$ cat config.mk
export PLATFORM = sky130hd
export DESIGN_NAME = hid_ctrl
export DESIGN_NICKNAME = d
export VERILOG_FILES = /design/src/rtl/hid_ctrl.sv
export SDC_FILE = /design/constraint.sdc
export NUM_CORES = 1
export LEC_CHECK = 0
export BUFFER_PORTS_ARGS = -buffer_cell sky130_fd_sc_hd__clkbuf_2
export CORE_MARGIN = 1
export CORE_UTILIZATION = 55
export DETAILED_ROUTE_END_ITERATION = 7
export GPL_ROUTABILITY_DRIVEN = 0
export MAX_ROUTING_LAYER = met4
export PLACE_DENSITY = 0.69
export RECOVER_POWER = 100
export SKIP_CTS_REPAIR_TIMING = 1
export SLEW_MARGIN = 20
export SYNTH_ARGS = -nofsm -noshare
export SYNTH_HDL_FRONTEND = slang
export SYNTH_SLANG_ARGS = --single-unit
export TNS_END_PERCENT = 20
$ cat constraint.sdc
create_clock -name clk -period 7.6 [get_ports clk]
set_clock_uncertainty 0.15 [all_clocks]
set_input_delay 1.14 -clock clk [delete_from_list [all_inputs] [get_ports clk]]
set_output_delay 1.14 -clock clk [all_outputs]
set_load 0.005 [all_outputs]
$ cat src/rtl/hid_ctrl.sv
`default_nettype none
// ============================================================================
// Module : hid_ctrl
// Brief  : Framed HID command decoder driving a keyboard matrix, a quadrature
//          mouse, NUM_JOY joystick registers and a readback byte.
// Rev    : 1.0 - initial release
// ============================================================================
module hid_ctrl #(
    parameter int         NUM_JOY  = 2,
    parameter int         KBD_ROWS = 8,
    parameter int         KBD_COLS = 8,
    parameter int         MDIV_W   = 14,
    parameter logic [7:0] VERSION  = 8'h43
) (
    input  logic                  clk,
    input  logic                  reset,
    input  logic                  data_in_strobe,
    input  logic                  data_in_start,
    input  logic [7:0]            data_in,
    output logic [7:0]            data_out,
    output logic [1:0]            mouse_btns,
    output logic [1:0]            mouse_x,
    output logic [1:0]            mouse_y,
    output logic [8*NUM_JOY-1:0]  joystick,
    input  logic [KBD_ROWS-1:0]   kbd_row_sel,
    output logic [KBD_COLS-1:0]   kbd_col,
    output logic                  key_event
);

    localparam logic [7:0] c_CMD_STATUS = 8'd0;
    localparam logic [7:0] c_CMD_KEY    = 8'd1;
    localparam logic [7:0] c_CMD_MOUSE  = 8'd2;
    localparam logic [7:0] c_CMD_JOY_WR = 8'd3;
    localparam logic [7:0] c_CMD_KCLR   = 8'd4;
    localparam logic [7:0] c_CMD_JOY_RD = 8'd5;

    logic [7:0]                   r_cmd;
    logic [3:0]                   r_idx;      // 0 means no frame open
    logic [7:0]                   r_dev;
    logic [7:0]                   r_data_out;
    logic [1:0]                   r_btns;
    logic [8*NUM_JOY-1:0]         r_joy;
    logic [KBD_ROWS*KBD_COLS-1:0] r_keys;
    logic [KBD_ROWS*KBD_COLS-1:0] w_keys_next;
    logic                         r_key_event;
    logic [MDIV_W-1:0]            r_div;
    logic [7:0]                   r_acc_x, r_acc_y;
    logic [1:0]                   r_qx, r_qy;
    logic                         r_pend_x, r_pend_y;
    logic                         w_payload, w_wr_x, w_wr_y, w_tick;
    logic [7:0]                   w_joy_rd;

    function automatic logic [7:0] sat_add(input logic [7:0] a, input logic [7:0] b);
        logic [8:0] s;
        s = {a[7], a} + {b[7], b};
        if (s[8] != s[7]) return s[8] ? 8'h80 : 8'h7F;
        return s[7:0];
    endfunction

    function automatic logic [1:0] q_fwd(input logic [1:0] q);
        return {q[0], ~q[1]};
    endfunction

    function automatic logic [1:0] q_rev(input logic [1:0] q);
        return {~q[0], q[1]};
    endfunction

    assign w_payload = data_in_strobe && !data_in_start && (r_idx != 4'd0);
    assign w_wr_x    = w_payload && (r_cmd == c_CMD_MOUSE) && (r_idx == 4'd2);
    assign w_wr_y    = w_payload && (r_cmd == c_CMD_MOUSE) && (r_idx == 4'd3);
    assign w_tick    = &r_div;

    always_comb begin
        w_joy_rd = 8'h00;
        for (int j = 0; j < NUM_JOY; j++)
            if (data_in == 8'(j)) w_joy_rd = r_joy[8*j +: 8];
    end

    // Out-of-range row/col codes simply match no matrix position.
    always_comb begin
        w_keys_next = r_keys;
        if (data_in_strobe && data_in_start && (data_in == c_CMD_KCLR)) begin
            w_keys_next = '1;
        end else if (w_payload && (r_cmd == c_CMD_KEY) && (r_idx == 4'd1)) begin
            for (int r = 0; r < KBD_ROWS; r++)
                for (int c = 0; c < KBD_COLS; c++)
                    if (data_in[2:0] == 3'(r) && data_in[5:3] == 3'(c))
                        w_keys_next[r*KBD_COLS + c] = data_in[7];
        end
    end

    always_comb begin
        kbd_col = '1;
        for (int r = 0; r < KBD_ROWS; r++)
            if (!kbd_row_sel[r]) kbd_col = kbd_col & r_keys[r*KBD_COLS +: KBD_COLS];
    end

    always_ff @(posedge clk) begin
        if (reset) begin
            r_keys      <= '1;
            r_key_event <= 1'b0;
        end else begin
            r_keys      <= w_keys_next;
            r_key_event <= (w_keys_next != r_keys);
        end
    end

    always_ff @(posedge clk) begin
        if (reset) begin
            r_cmd      <= 8'h00;
            r_idx      <= 4'd0;
            r_dev      <= 8'h00;
            r_data_out <= 8'h00;
            r_btns     <= 2'b00;
            r_joy      <= '0;
        end else if (data_in_strobe) begin
            if (data_in_start) begin
                r_cmd <= data_in;
                r_idx <= 4'd1;
            end else if (r_idx != 4'd0) begin
                if (r_idx != 4'd15) r_idx <= r_idx + 4'd1;
                case (r_cmd)
                    c_CMD_STATUS: begin
                        if (r_idx == 4'd1)      r_data_out <= 8'h5C;
                        else if (r_idx == 4'd2) r_data_out <= VERSION;
                        else if (r_idx == 4'd3) r_data_out <= 8'(NUM_JOY);
                    end
                    c_CMD_MOUSE: if (r_idx == 4'd1) r_btns <= data_in[1:0];
                    c_CMD_JOY_WR: begin
                        if (r_idx == 4'd1) r_dev <= data_in;
                        else if (r_idx == 4'd2)
                            for (int j = 0; j < NUM_JOY; j++)
                                if (r_dev == 8'(j)) r_joy[8*j +: 8] <= data_in;
                    end
                    c_CMD_JOY_RD: if (r_idx == 4'd1) r_data_out <= w_joy_rd;
                    default: ;
                endcase
            end
        end
    end

    // A tick colliding with an accumulator write is held over one cycle.
    always_ff @(posedge clk) begin
        if (reset) begin
            r_div    <= '0;
            r_acc_x  <= 8'h00;
            r_acc_y  <= 8'h00;
            r_qx     <= 2'b00;
            r_qy     <= 2'b00;
            r_pend_x <= 1'b0;
            r_pend_y <= 1'b0;
        end else begin
            r_div <= r_div + MDIV_W'(1);
            if (w_wr_x) begin
                r_acc_x  <= sat_add(r_acc_x, data_in);
                r_pend_x <= r_pend_x | w_tick;
            end else if (w_tick || r_pend_x) begin
                r_pend_x <= 1'b0;
                if (r_acc_x[7]) begin
                    r_acc_x <= r_acc_x + 8'd1;
                    r_qx    <= q_rev(r_qx);
                end else if (r_acc_x != 8'd0) begin
                    r_acc_x <= r_acc_x - 8'd1;
                    r_qx    <= q_fwd(r_qx);
                end
            end
            if (w_wr_y) begin
                r_acc_y  <= sat_add(r_acc_y, data_in);
                r_pend_y <= r_pend_y | w_tick;
            end else if (w_tick || r_pend_y) begin
                r_pend_y <= 1'b0;
                if (r_acc_y[7]) begin
                    r_acc_y <= r_acc_y + 8'd1;
                    r_qy    <= q_rev(r_qy);
                end else if (r_acc_y != 8'd0) begin
                    r_acc_y <= r_acc_y - 8'd1;
                    r_qy    <= q_fwd(r_qy);
                end
            end
        end
    end

    assign data_out   = r_data_out;
    assign mouse_btns = r_btns;
    assign mouse_x    = r_qx;
    assign mouse_y    = r_qy;
    assign joystick   = r_joy;
    assign key_event  = r_key_event;

endmodule
`default_nettype wire
Word level (Yosys, flattened, before mapping)
Cells that the tools add are included.
{"block": "totals", "wordCells": 290, "out_inout_bits": 39, "ff_bits": 147}
{"block": "classes", "n_reduce_logical": 105, "eq_ne": 30, "addsub": 8, "n_bitwise": 17, "n_mux": 112}
{"operator": "8-bit 2-to-1 mux", "count": 28}
{"operator": "64-bit 2-to-1 mux", "count": 2}
{"operator": "1-bit 2-to-1 mux", "count": 74}
{"operator": "1-bit logical AND", "count": 73}
{"operator": "64-bit inequality test", "count": 1}
{"operator": "8-bit bitwise AND", "count": 7}
{"operator": "3-bit == test (second input constant)", "count": 8}
{"operator": "8-bit by 1-bit == test with 1-bit output (second input constant)", "count": 3}
{"operator": "8-bit logical NOT", "count": 3}
{"operator": "8-bit by 8-bit adder with 9-bit output", "count": 2}
{"operator": "8-bit by 1-bit adder with 8-bit output (second input constant)", "count": 2}
{"operator": "8-bit by 2-bit == test with 1-bit output (second input constant)", "count": 2}
{"operator": "8-bit by 3-bit == test with 1-bit output (second input constant)", "count": 2}
{"operator": "8-bit case mux with 2 select lines", "count": 1}
{"operator": "8-bit nonzero test", "count": 2}
{"operator": "8-bit by 1-bit subtractor with 8-bit output (second input constant)", "count": 2}
{"operator": "14-bit by 1-bit adder with 14-bit output (second input constant)", "count": 1}
{"operator": "14-bit AND reduction", "count": 1}
{"operator": "7-bit AND reduction", "count": 2}
{"operator": "2-bit nonzero test", "count": 7}
{"operator": "3-bit by 2-bit == test with 1-bit output (second input constant)", "count": 4}
{"operator": "4-bit 2-to-1 mux", "count": 3}
{"operator": "5-bit AND reduction", "count": 2}
{"operator": "3-bit AND reduction", "count": 3}
{"operator": "17 further kinds", "count": 37}

Longest topological paths before layout
Gate-level depths: netlist of the first run.
{"block": "depth", "ltp_word": 15, "ltp_mapped": 12}

Least setup slack after synthesis of the first run
OpenSTA, ideal clock, no wires.
{"block": "synth_timing", "path_kind": "input to register", "startpoint": "input data_in[0]", "endpoint": "register r_acc_y[6]", "setup_time_ns": 0.095, "arrival_ns": 3.564, "slack_ns": 3.790, "n_path_buf": 0, "path_stages": 10, "cell_sequence": "ha_1 fa_1 a21o_1 a21o_1 a21oi_1 nor2b_1 o41ai_1 xor2_1 or3b_2 a221oi_1"}
{"block": "synth_via", "elab_chain_len": 7, "word_cells_on_any_way": 9}
{"item": "start, declared", "line": "19", "text": "input logic [7:0] data_in,"}
{"item": "8-bit by 8-bit adder with 9-bit output *", "line": "55", "text": "s = {a[7], a} + {b[7], b};"}
{"item": "1-bit inequality test", "line": "56", "text": "if (s[8] != s[7]) return s[8] ? 8'h80 : 8'h7F;"}
{"item": "1-bit 2-to-1 mux", "line": "56"}
{"item": "1-bit 2-to-1 mux", "line": "167", "text": "if (w_wr_y) begin"}
{"item": "1-bit 2-to-1 mux", "line": "144", "text": "if (reset) begin"}
{"item": "8-bit 2-to-1 mux *", "line": "57", "text": "return s[7:0];"}
{"item": "8-bit 2-to-1 mux *", "line": "167"}
{"item": "end signal, assigned", "line": "168", "text": "r_acc_y <= sat_add(r_acc_y, data_in);"}
{"item": "end signal, assigned", "line": "173", "text": "r_acc_y <= r_acc_y + 8'd1;"}
{"item": "end signal, assigned", "line": "176", "text": "r_acc_y <= r_acc_y - 8'd1;"}
{"item": "end, declared", "line": "47", "text": "logic [7:0] r_acc_x, r_acc_y;"}
Mark *: on every way between the ends. The rest lies on a longest branch, timed or not. The select of a mux whose other input is x is not followed.
A chain may end at the register's enable or synchronous reset.

Worst setup path after layout of the first run
{"block": "layout_timing", "startpoint": "input data_in[0]", "endpoint": "register r_keys[59]"}
{"block": "layout_via", "elab_chain_len": 5, "word_cells_on_any_way": 7}
{"item": "3-bit == test", "line": "87", "text": "if (data_in[2:0] == 3'(r) && data_in[5:3] == 3'(c))"}
{"item": "1-bit logical AND", "line": "87"}
{"item": "1-bit 2-to-1 mux", "line": "87"}
{"item": "64-bit 2-to-1 mux", "line": "84", "text": "end else if (w_payload && (r_cmd == c_CMD_KEY) && (r_idx == 4'd1)) begin"}
{"item": "64-bit 2-to-1 mux *", "line": "82", "text": "if (data_in_strobe && data_in_start && (data_in == c_CMD_KCLR)) begin"}
{"item": "end signal, assigned", "line": "103", "text": "r_keys <= w_keys_next;"}
{"item": "end, declared", "line": "43", "text": "logic [KBD_ROWS*KBD_COLS-1:0] r_keys;"}
Mark *: on every way between the ends. The rest lies on a longest branch, timed or not.

==> results of run 1 <==
==> flip-flops by register name (all words and copies together), names as in the netlist <==
register    count
r_keys         64
joystick       16
r_div          14
data_out        8
r_acc_x         8
r_acc_y         8
r_cmd           8
r_dev           8
r_idx           4
mouse_btns      2
mouse_x         2
mouse_y         2
key_event       1
r_pend_x        1
r_pend_y        1
==> Yosys cell counts, drive strengths merged, types with 6 or more instances <==
cell type,instances
a211oi,10
a21o,10
a21oi,55
a221oi,10
a22oi,10
a31oi,12
and3,11
buf,29
clkbuf,65
dfxtp,147
ha,25
inv,21
mux2i,53
nand2,81
nand2b,10
nand3,30
nand3b,9
nand4,32
nor2,100
nor2b,11
nor3,54
nor3b,12
nor4,23
o211ai,7
o21ai,76
o22ai,54
o311ai,35
o32ai,6
or3,12
or4,8
xnor2,22
xor2,17
==> cell usage in the layout, fill, tap and decap left out, types with 20 or more instances in the layout <==
| master | netlist | final |
|---|---|---|
| nor3_1 | 53 | 53 |
| xnor2_1 | 22 | 22 |
| nand4_1 | 31 | 31 |
| nor2_1 | 100 | 99 |
| nand3_1 | 29 | 29 |
| dfxtp_1 | 147 | 147 |
| o22ai_1 | 54 | 54 |
| o311ai_0 | 34 | 34 |
| clkbuf_2 | 0 | 36 |
| clkbuf_1 | 65 | 24 |
| o21ai_0 | 76 | 76 |
| nand2_1 | 81 | 81 |
| nor4_1 | 20 | 20 |
| ha_1 | 25 | 25 |
| a21oi_1 | 55 | 55 |
| mux2i_1 | 53 | 53 |
| inv_1 | 21 | 21 |
==> final timing paths <==
check,start,endpoint,slack [ps],cells past startpoint
worst min-delay path,r_div[0]$_SDFF_PP0_,r_div[0]$_SDFF_PP0_,300,1
worst max-delay path,data_in[0],r_keys[59]$_SDFF_PP1_,2190,7
worst min register to register,r_div[0]$_SDFF_PP0_,r_div[0]$_SDFF_PP0_,300,1
worst max register to register,r_idx[1]$_SDFFE_PP0P_,key_event$_SDFF_PP0_,3860,10
==> metrics by stage <==
stage	util	hold WS, ps	cell area, µm²
floorplan	-	268	9120
global placement	0.583	281	9370
detailed placement	0.583	287	9370
CTS	0.620	301	9960
global route	0.617	336	9910
finish	0.617	299	9910
==> cell families after synthesis <==
group / count (synthesis) / share of synthesized area
buffers and inverters: 115 / 0.0514
adder cells (fa/ha/maj): 27 / 0.0387
AO/OA/AOI/OAI: 335 / 0.245
XOR/XNOR: 39 / 0.0374
flip-flops: 147 / 0.323
multiplexers: 56 / 0.0619
AND/OR/NAND/NOR: 418 / 0.243
==> cell type report <==
class | count | area (µm²)
fillers | 1443 | 6140
inverters | 21 | 78.8
well taps | 216 | 270
multi-input cells | 875 | 5720
clock inverters | 15 | 165
clock buffers | 17 | 425
flip-flops and latches | 147 | 2940
repair buffers | 66 | 315
==> where the power goes <==
| part | total, mW | leakage (nW) | switching (mW) | internal [mW] |
|---|---|---|---|---|
| combinational | 0.134 | 2.25 | 0.0965 | 0.0370 |
| sequential | 0.780 | 1.19 | 0.00531 | 0.775 |
| clock | 0.856 | 0.290 | 0.388 | 0.468 |
| total | 1.77 | 3.72 | 0.490 | 1.28 |
==> worst register-to-register path, stage by stage (launching register included) <==
cell and delay [ps]:
dfxtp_1 350, inv_1 110, ha_1 230, nor3b_2 460, and4_1 470, nand4_1 760
nor2_1 420, a211oi_1 120, a31oi_1 250, a2111oi_0 120, a21oi_1 200
==> layer usage <==
layer | part of all wire | GRT usage
met3 | 0.12 | 0.0953
met2 | 0.40 | 0.486
met1 | 0.43 | 0.511
met4 | 0.050 | 0.175
met5 | 0 | -
==> results.cfg, run 1 <==
[routing]
drc = 62
vias = 9383
wl_um = 29400
viasPerCell = 6.91
detail_route.first_pass.iterations = 8
ant_nets = 0
drt_iter0_drc = 1499
drt-wirelength-per-cell_um = 21.7

[timing]
relSlewSlack = -0.932
rsz0062_at_grt = false
layout_min_cycle_time_ps = 5410
worst_slew_pin_slew_ps = 2900
slew_viol_final = 133
hold_viol = 0
final.setup.tns_ps = 0
finalSetupViolations = 0
post-route-period-util = 0.712
clock.fmax_mhz = 185
setup_ws_ps = 2190

[cts]
numCtsBuffers = 17
cts_sinks = 147
insertion_delay_ps = 440
clock_path_buffers = 2
cts_max_level = 4
cts_tree = yes
clk_pin_slew_worst_paths_ps = 70
cts_root_buf = clkbuf_16

[floorplan]
die_w_um = 131
num_io_pins = 59
die_h_um = 131
fp-row-count = 46
core_mm2 = 0.0161
die_area_mm2 = 0.0171
start_util = 0.568

[critical_path]
crit_arrival_ps = 5390
path_common_cell = clkbuf_1
path_cells = clkbuf_1 -> nand2b_1 -> nor4_1 -> and2_0 -> nor2_4 -> clkbuf_1 -> o311ai_0
critPathMaxStageDelay_ps = 1760
cp.required_ps = 7580
critPathTopFamily = buffers and inverters
crit_path_top_delay_cell = clkbuf_1
crit_path_end_kind = register
crit_fanout = 64
cp-start-kind = input pin
critPathKind = in2reg
worst-path-buf-inv = 2

[outcome]
status = finished, violations left
violations = DRC, capacitance limit, slew limit

[placed_design]
post-place-ws_ps = 3010
numPortBuffers = 58
place_hpwl_um = 19600
dpl.cell_count = 1325

[yosys]
synth_cell_types = 78
synth_nets = 1184
ys_ff_latch = 147
synthTopCellsByArea = dfxtp_1 32%, mux2i_1 5.8%, o21ai_0 4.2%
synth_top_area_cell = dfxtp_1
synth-edff-count = 0
synth_warnings = 0
synth_ff_type = dfxtp_1
seq_area_frac_synth = 0.323
synth_top_area_share = 0.323
syn-cell-area_mm2 = 0.00912
synth_area_per_cell_um2 = 8.02
postSynth.asyncResetShare = 0
synthCells = 1137

[pwr]
p_leak_nw = 3.72
power_density_mw_per_mm2 = 179
p_total_mw = 1.77
peakVddDrop_mv = 0.172

[grt]
antenna_found_initial = 0
overflow = 0
grt_pass1_vias = 8443
grt_pass1_wl_um = 46600
grt_usage = 0.367
grt_max_degree = 68

[cells_and_area]
syn2layout_area_growth_pct = 8.68
diodes = 0
final_cells = 1357
drive_gt1_frac = 0.0876
final_nets = 1175

[worst_hold_path]
hp-class = reg2reg

[job]
maxCapViolCount = 3
Power figures use the tool's default switching activity.
==> run 2, diff against run 1 <==
--- a/config.mk
+++ b/config.mk
@@ -11,7 +11,7 @@
 export DETAILED_ROUTE_END_ITERATION = 7
 export GPL_ROUTABILITY_DRIVEN = 0
 export MAX_ROUTING_LAYER = met4
-export PLACE_DENSITY = 0.69
+export PLACE_DENSITY = 0.72
 export RECOVER_POWER = 100
 export SKIP_CTS_REPAIR_TIMING = 1
 export SLEW_MARGIN = 20
==> constraint.sdc (replaced) <==
create_clock -name clk -period 4.45 [get_ports clk]
set_clock_uncertainty 0.15 [all_clocks]
set_input_delay 0.6675 -clock clk [delete_from_list [all_inputs] [get_ports clk]]
set_output_delay 0.6675 -clock clk [all_outputs]
set_load 0.005 [all_outputs]
==> run 2 against run 1 <==
- the run ends with capacitance limit, slew limit left
- clock power grew 80%
- global-route usage shrank 0.45 points
- register-to-register slack lost 3300 ps
- die area is the same
- non-clock buffer count grew 14
- cell count grew 1.0%
- via count grew 0.92%
- sequential share of layout area shrank 0.45 points
- critical endpoint is now key_event$_SDFF_PP0_
- highest routed layer unchanged
==> results.cfg, run 2 (synthesis results as in run 1) <==
[outcome]
status = finished, violations left
violations = capacitance limit, slew limit

[cts]
insertion_delay_ps = 430
cts_sinks = 147
cts_max_level = 4
clk_pin_slew_worst_paths_ps = 60
numCtsBuffers = 17
cts_root_buf = clkbuf_16
clock_path_buffers = 2
cts_tree = yes

[timing]
clock.fmax_mhz = 260
final.setup.tns_ps = 0
rsz0062_at_grt = false
finalSetupViolations = 0
worst_slew_pin_slew_ps = 2760
hold_viol = 0
relSlewSlack = -0.840
slew_viol_final = 64
post-route-period-util = 0.865
layout_min_cycle_time_ps = 3850

[routing]
ant_nets = 0
drt_iter0_drc = 1380
drc = 0
viasPerCell = 6.91
wl_um = 29600
detail_route.first_pass.iterations = 7
drt-wirelength-per-cell_um = 21.6
vias = 9469

[floorplan]
fp-row-count = 46
die_w_um = 131
start_util = 0.568
core_mm2 = 0.0161
die_area_mm2 = 0.0171
die_h_um = 131
num_io_pins = 59

[critical_path]
rr_endpoint = key_event$_SDFF_PP0_
worst-r2r-setup-slack_ps = 600
path_cells = inv_1 -> ha_1 -> nor3b_2 -> nand4_1 -> nor4_1 -> buf_4 -> a32oi_1 -> o221ai_1 -> a2111oi_1 -> a21oi_1
crit_arrival_ps = 4000
critPathKind = reg2reg
crit_path_top_delay_cell = nor4_1
crit_fanout = 9
cp.required_ps = 4610
critPathMaxStageDelay_ps = 1150
critPathTopFamily = simple AND/OR/NAND/NOR gates
reg2reg_depth = 10
rr_startpoint = r_idx[1]$_SDFFE_PP0P_
crit_path_end_kind = register
worst-path-buf-inv = 2
cp-start-kind = register

[grt]
grt_pass1_vias = 8449
grt_pass1_wl_um = 45900
antenna_found_initial = 0
grt_usage = 0.363
overflow = 0
grt_max_degree = 64

[pwr]
power_density_mw_per_mm2 = 309
p_leak_nw = 3.80
peakVddDrop_mv = 0.269
p_total_mw = 3.11

[cells_and_area]
diodes = 0
largest_register = r_keys
final_cell_mix = 147 x dfxtp_1, 99 x nor2_1, 81 x nand2_1
syn2layout_area_growth_pct = 10.4
drive_gt1_frac = 0.0970
final_common_cell = dfxtp_1
largest_register_ffs = 64
final_nets = 1189

[placed_design]
numPortBuffers = 58
place_hpwl_um = 20200

[job]
maxCapViolCount = 1

[worst_hold_path]
hp-class = reg2reg
holdPathStages = 1
min_to = r_div[0]$_SDFF_PP0_
min_from = r_div[0]$_SDFF_PP0_
run 2: how the worst max path moves through the flow:
| stage | from | end | cells after the start | slack (ps) |
|---|---|---|---|---|
| 6_report | r_idx[1]$_SDFFE_PP0P_ | key_event$_SDFF_PP0_ | 10 | 600 |
| 5_1_grt | r_idx[0]$_SDFFE_PP0P_ | key_event$_SDFF_PP0_ | 9 | 410 |
| 4_1_cts | r_idx[1]$_SDFFE_PP0P_ | key_event$_SDFF_PP0_ | 10 | 1080 |
| 3_5_place_dp | data_in[3] | key_event$_SDFF_PP0_ | 9 | 800 |
| 3_3_place_gp | data_in[3] | key_event$_SDFF_PP0_ | 9 | 870 |
| 2_1_floorplan | data_in[0] | r_acc_y[6]$_SDFFE_PP0P_ | 10 | 1110 |
run 2: cell type report:
cell class / instances / area [µm²]
timing repair buffer: 80 / 435
inverter: 21 / 78.8
clock inverter: 12 / 171
multi-input combinational: 875 / 5710
clock buffer: 20 / 457
fill: 1417 / 5990
tap: 216 / 270
sequential: 147 / 2940
run 2: stage by stage:
step                       util  setup slack (ps)  hold slack [ps]  instance area [µm²]  instances
after CTS                 0.630              1080              311                10100       1371
after detailed placement  0.591               800              298                 9480       1339
after global routing      0.627               407              345                10100       1371
after global placement    0.591               869              285                 9480       1339
after floorplan               -              1110              268                 9120       1137
final                     0.627               601              309                10100       1371
run 2: per-layer routing:
metal | track usage | vias to the layer above | routed length [µm]
met3 | 0.0993 | 169 | 3400
met1 | 0.481 | 4326 | 12400
li1 | - | 4340 | -
met4 | 0.153 | 0 | 1430
met2 | 0.515 | 634 | 12300
met5 | - | - | 0
run 2: report_power, final:
part	total, mW	internal (mW)	switching, mW
Combinational	0.236	0.0700	0.166
Sequential	1.33	1.32	0.00859
Clock	1.54	0.925	0.614
==> run 3, diff against run 2 <==
==> constraint.sdc (replaced) <==
create_clock -name clk -period 3.2 [get_ports clk]
set_clock_uncertainty 0.15 [all_clocks]
set_input_delay 0.48 -clock clk [delete_from_list [all_inputs] [get_ports clk]]
set_output_delay 0.48 -clock clk [all_outputs]
set_load 0.005 [all_outputs]
==> run 3 against run 2 <==
- the run ends with DRC left
- global-route usage increased by 1.5 points
- wire length increased by 3.7%
- sequential power increased by 39%
- die area unchanged
- sequential share of layout area decreased by 1.1 points
- hold slack got worse by 12 ps
- utilization increased by 2.4 points
- cell count increased by 4.6%
- register-to-register slack got worse by 490 ps
- combinational power increased by 50%
- flip-flop and latch count unchanged
- highest routed layer unchanged
==> results.cfg, run 3 (synthesis results as in run 1) <==
[outcome]
status = finished, violations left
violations = DRC

[job]
maxCapViolCount = 0

[grt]
overflow = 0
antenna_found_initial = 0
grt_max_degree = 87
grt_pass1_wl_um = 47900
grt_usage = 0.378
grt_pass1_vias = 8627

[floorplan]
die_w_um = 131
die_area_mm2 = 0.0171
die_h_um = 131
start_util = 0.568
core_mm2 = 0.0161
fp-row-count = 46
num_io_pins = 59

[pwr]
p_leak_nw = 4.05
power_density_mw_per_mm2 = 404
peakVddDrop_mv = 0.355

[cts]
cts_root_buf = clkbuf_16
numCtsBuffers = 17
cts_max_level = 4
cts_tree = yes
insertion_delay_ps = 430
clock_path_buffers = 2
clk_pin_slew_worst_paths_ps = 70
cts_sinks = 147

[timing]
hold_viol = 0
clock.fmax_mhz = 323
worst_slew_pin_slew_ps = 889
finalSetupViolations = 0
post-route-period-util = 0.967
slew_viol_final = 0
layout_min_cycle_time_ps = 3090
relSlewSlack = 0.407
final.setup.tns_ps = 0
rsz0062_at_grt = false

[routing]
detail_route.first_pass.iterations = 8
viasPerCell = 6.85
vias = 9829
ant_nets = 0
drc = 105
drt_iter0_drc = 1571
drt-wirelength-per-cell_um = 21.4
wl_um = 30700

[cells_and_area]
drive_gt1_frac = 0.136
final_cell_mix = 147 x dfxtp_1, 99 x nor2_1, 81 x nand2_1
finish.utilization = 0.651
syn2layout_area_growth_pct = 14.6
final_common_cell = dfxtp_1
diodes = 0
final_nets = 1252
fillers = 1406
largest_register_ffs = 64
largest_register = r_keys

[critical_path]
critPathKind = reg2reg
crit_arrival_ps = 3300
rr_startpoint = r_idx[1]$_SDFFE_PP0P_
cp.required_ps = 3410
crit_start = r_idx[1]$_SDFFE_PP0P_
crit_fanout = 6
cp-start-kind = register
crit_path_end_kind = register

[worst_hold_path]
hp-class = reg2reg
min_from = r_div[0]$_SDFF_PP0_

[placed_design]
numPortBuffers = 58
place_hpwl_um = 21600
run 3: routing by layer:
metal / vias up / wire (µm) / part of all wire / global-route usage
met4: 0 / 1650 / 0.054 / 0.172
met2: 696 / 12500 / 0.41 / 0.515
met3: 182 / 3830 / 0.12 / 0.112
met5: - / 0 / 0 / -
met1: 4479 / 12700 / 0.41 / 0.509
li1: 4472 / - / - / -
run 3: layout make-up:
type	count	area (µm²)	share of cell area
clock buffers	18	439	0.0420
clock inverters	14	153	0.0146
inverters	21	78.8	0.00754
multi-input cells	875	5710	0.547
flip-flops and latches	147	2940	0.282
well taps	216	270	0.0259
repair buffers	143	856	0.0819
run 3: final timing paths:
kind	end	slack [ps]	cells after the start
min	r_div[0]$_SDFF_PP0_	300	1
max reg2reg	key_event$_SDFF_PP0_	110	10
max	key_event$_SDFF_PP0_	110	10
min reg2reg	r_div[0]$_SDFF_PP0_	300	1
run 3: stage by stage:
stage               total power, mW  setup WS (ps)  hold slack [ps]  cells  cell area, µm²
finish                         4.22            107              297   1434           10500
global route                   4.35           13.6              334   1434           10500
CTS                            4.23           24.1              297   1432           10500
detailed placement             2.24           -106              292   1400            9940
global placement               2.23          -26.0              282   1400            9940
floorplan                      2.12           50.4              268   1137            9120
run 3: critical path, cell delays in order (launching register included):
cell and delay, ps:
dfxtp_1 350, inv_1 110, ha_1 260, nor3b_4 360
nand4_1 200, buf_4 210, nor3_1 700, a311oi_1 220
a31oi_1 270, a21oi_1 70, a21oi_1 120
run 3: power by group:
group          switching [mW]  internal [mW]
Sequential             0.0127           1.84
Combinational           0.238          0.117
Clock                   0.884           1.13
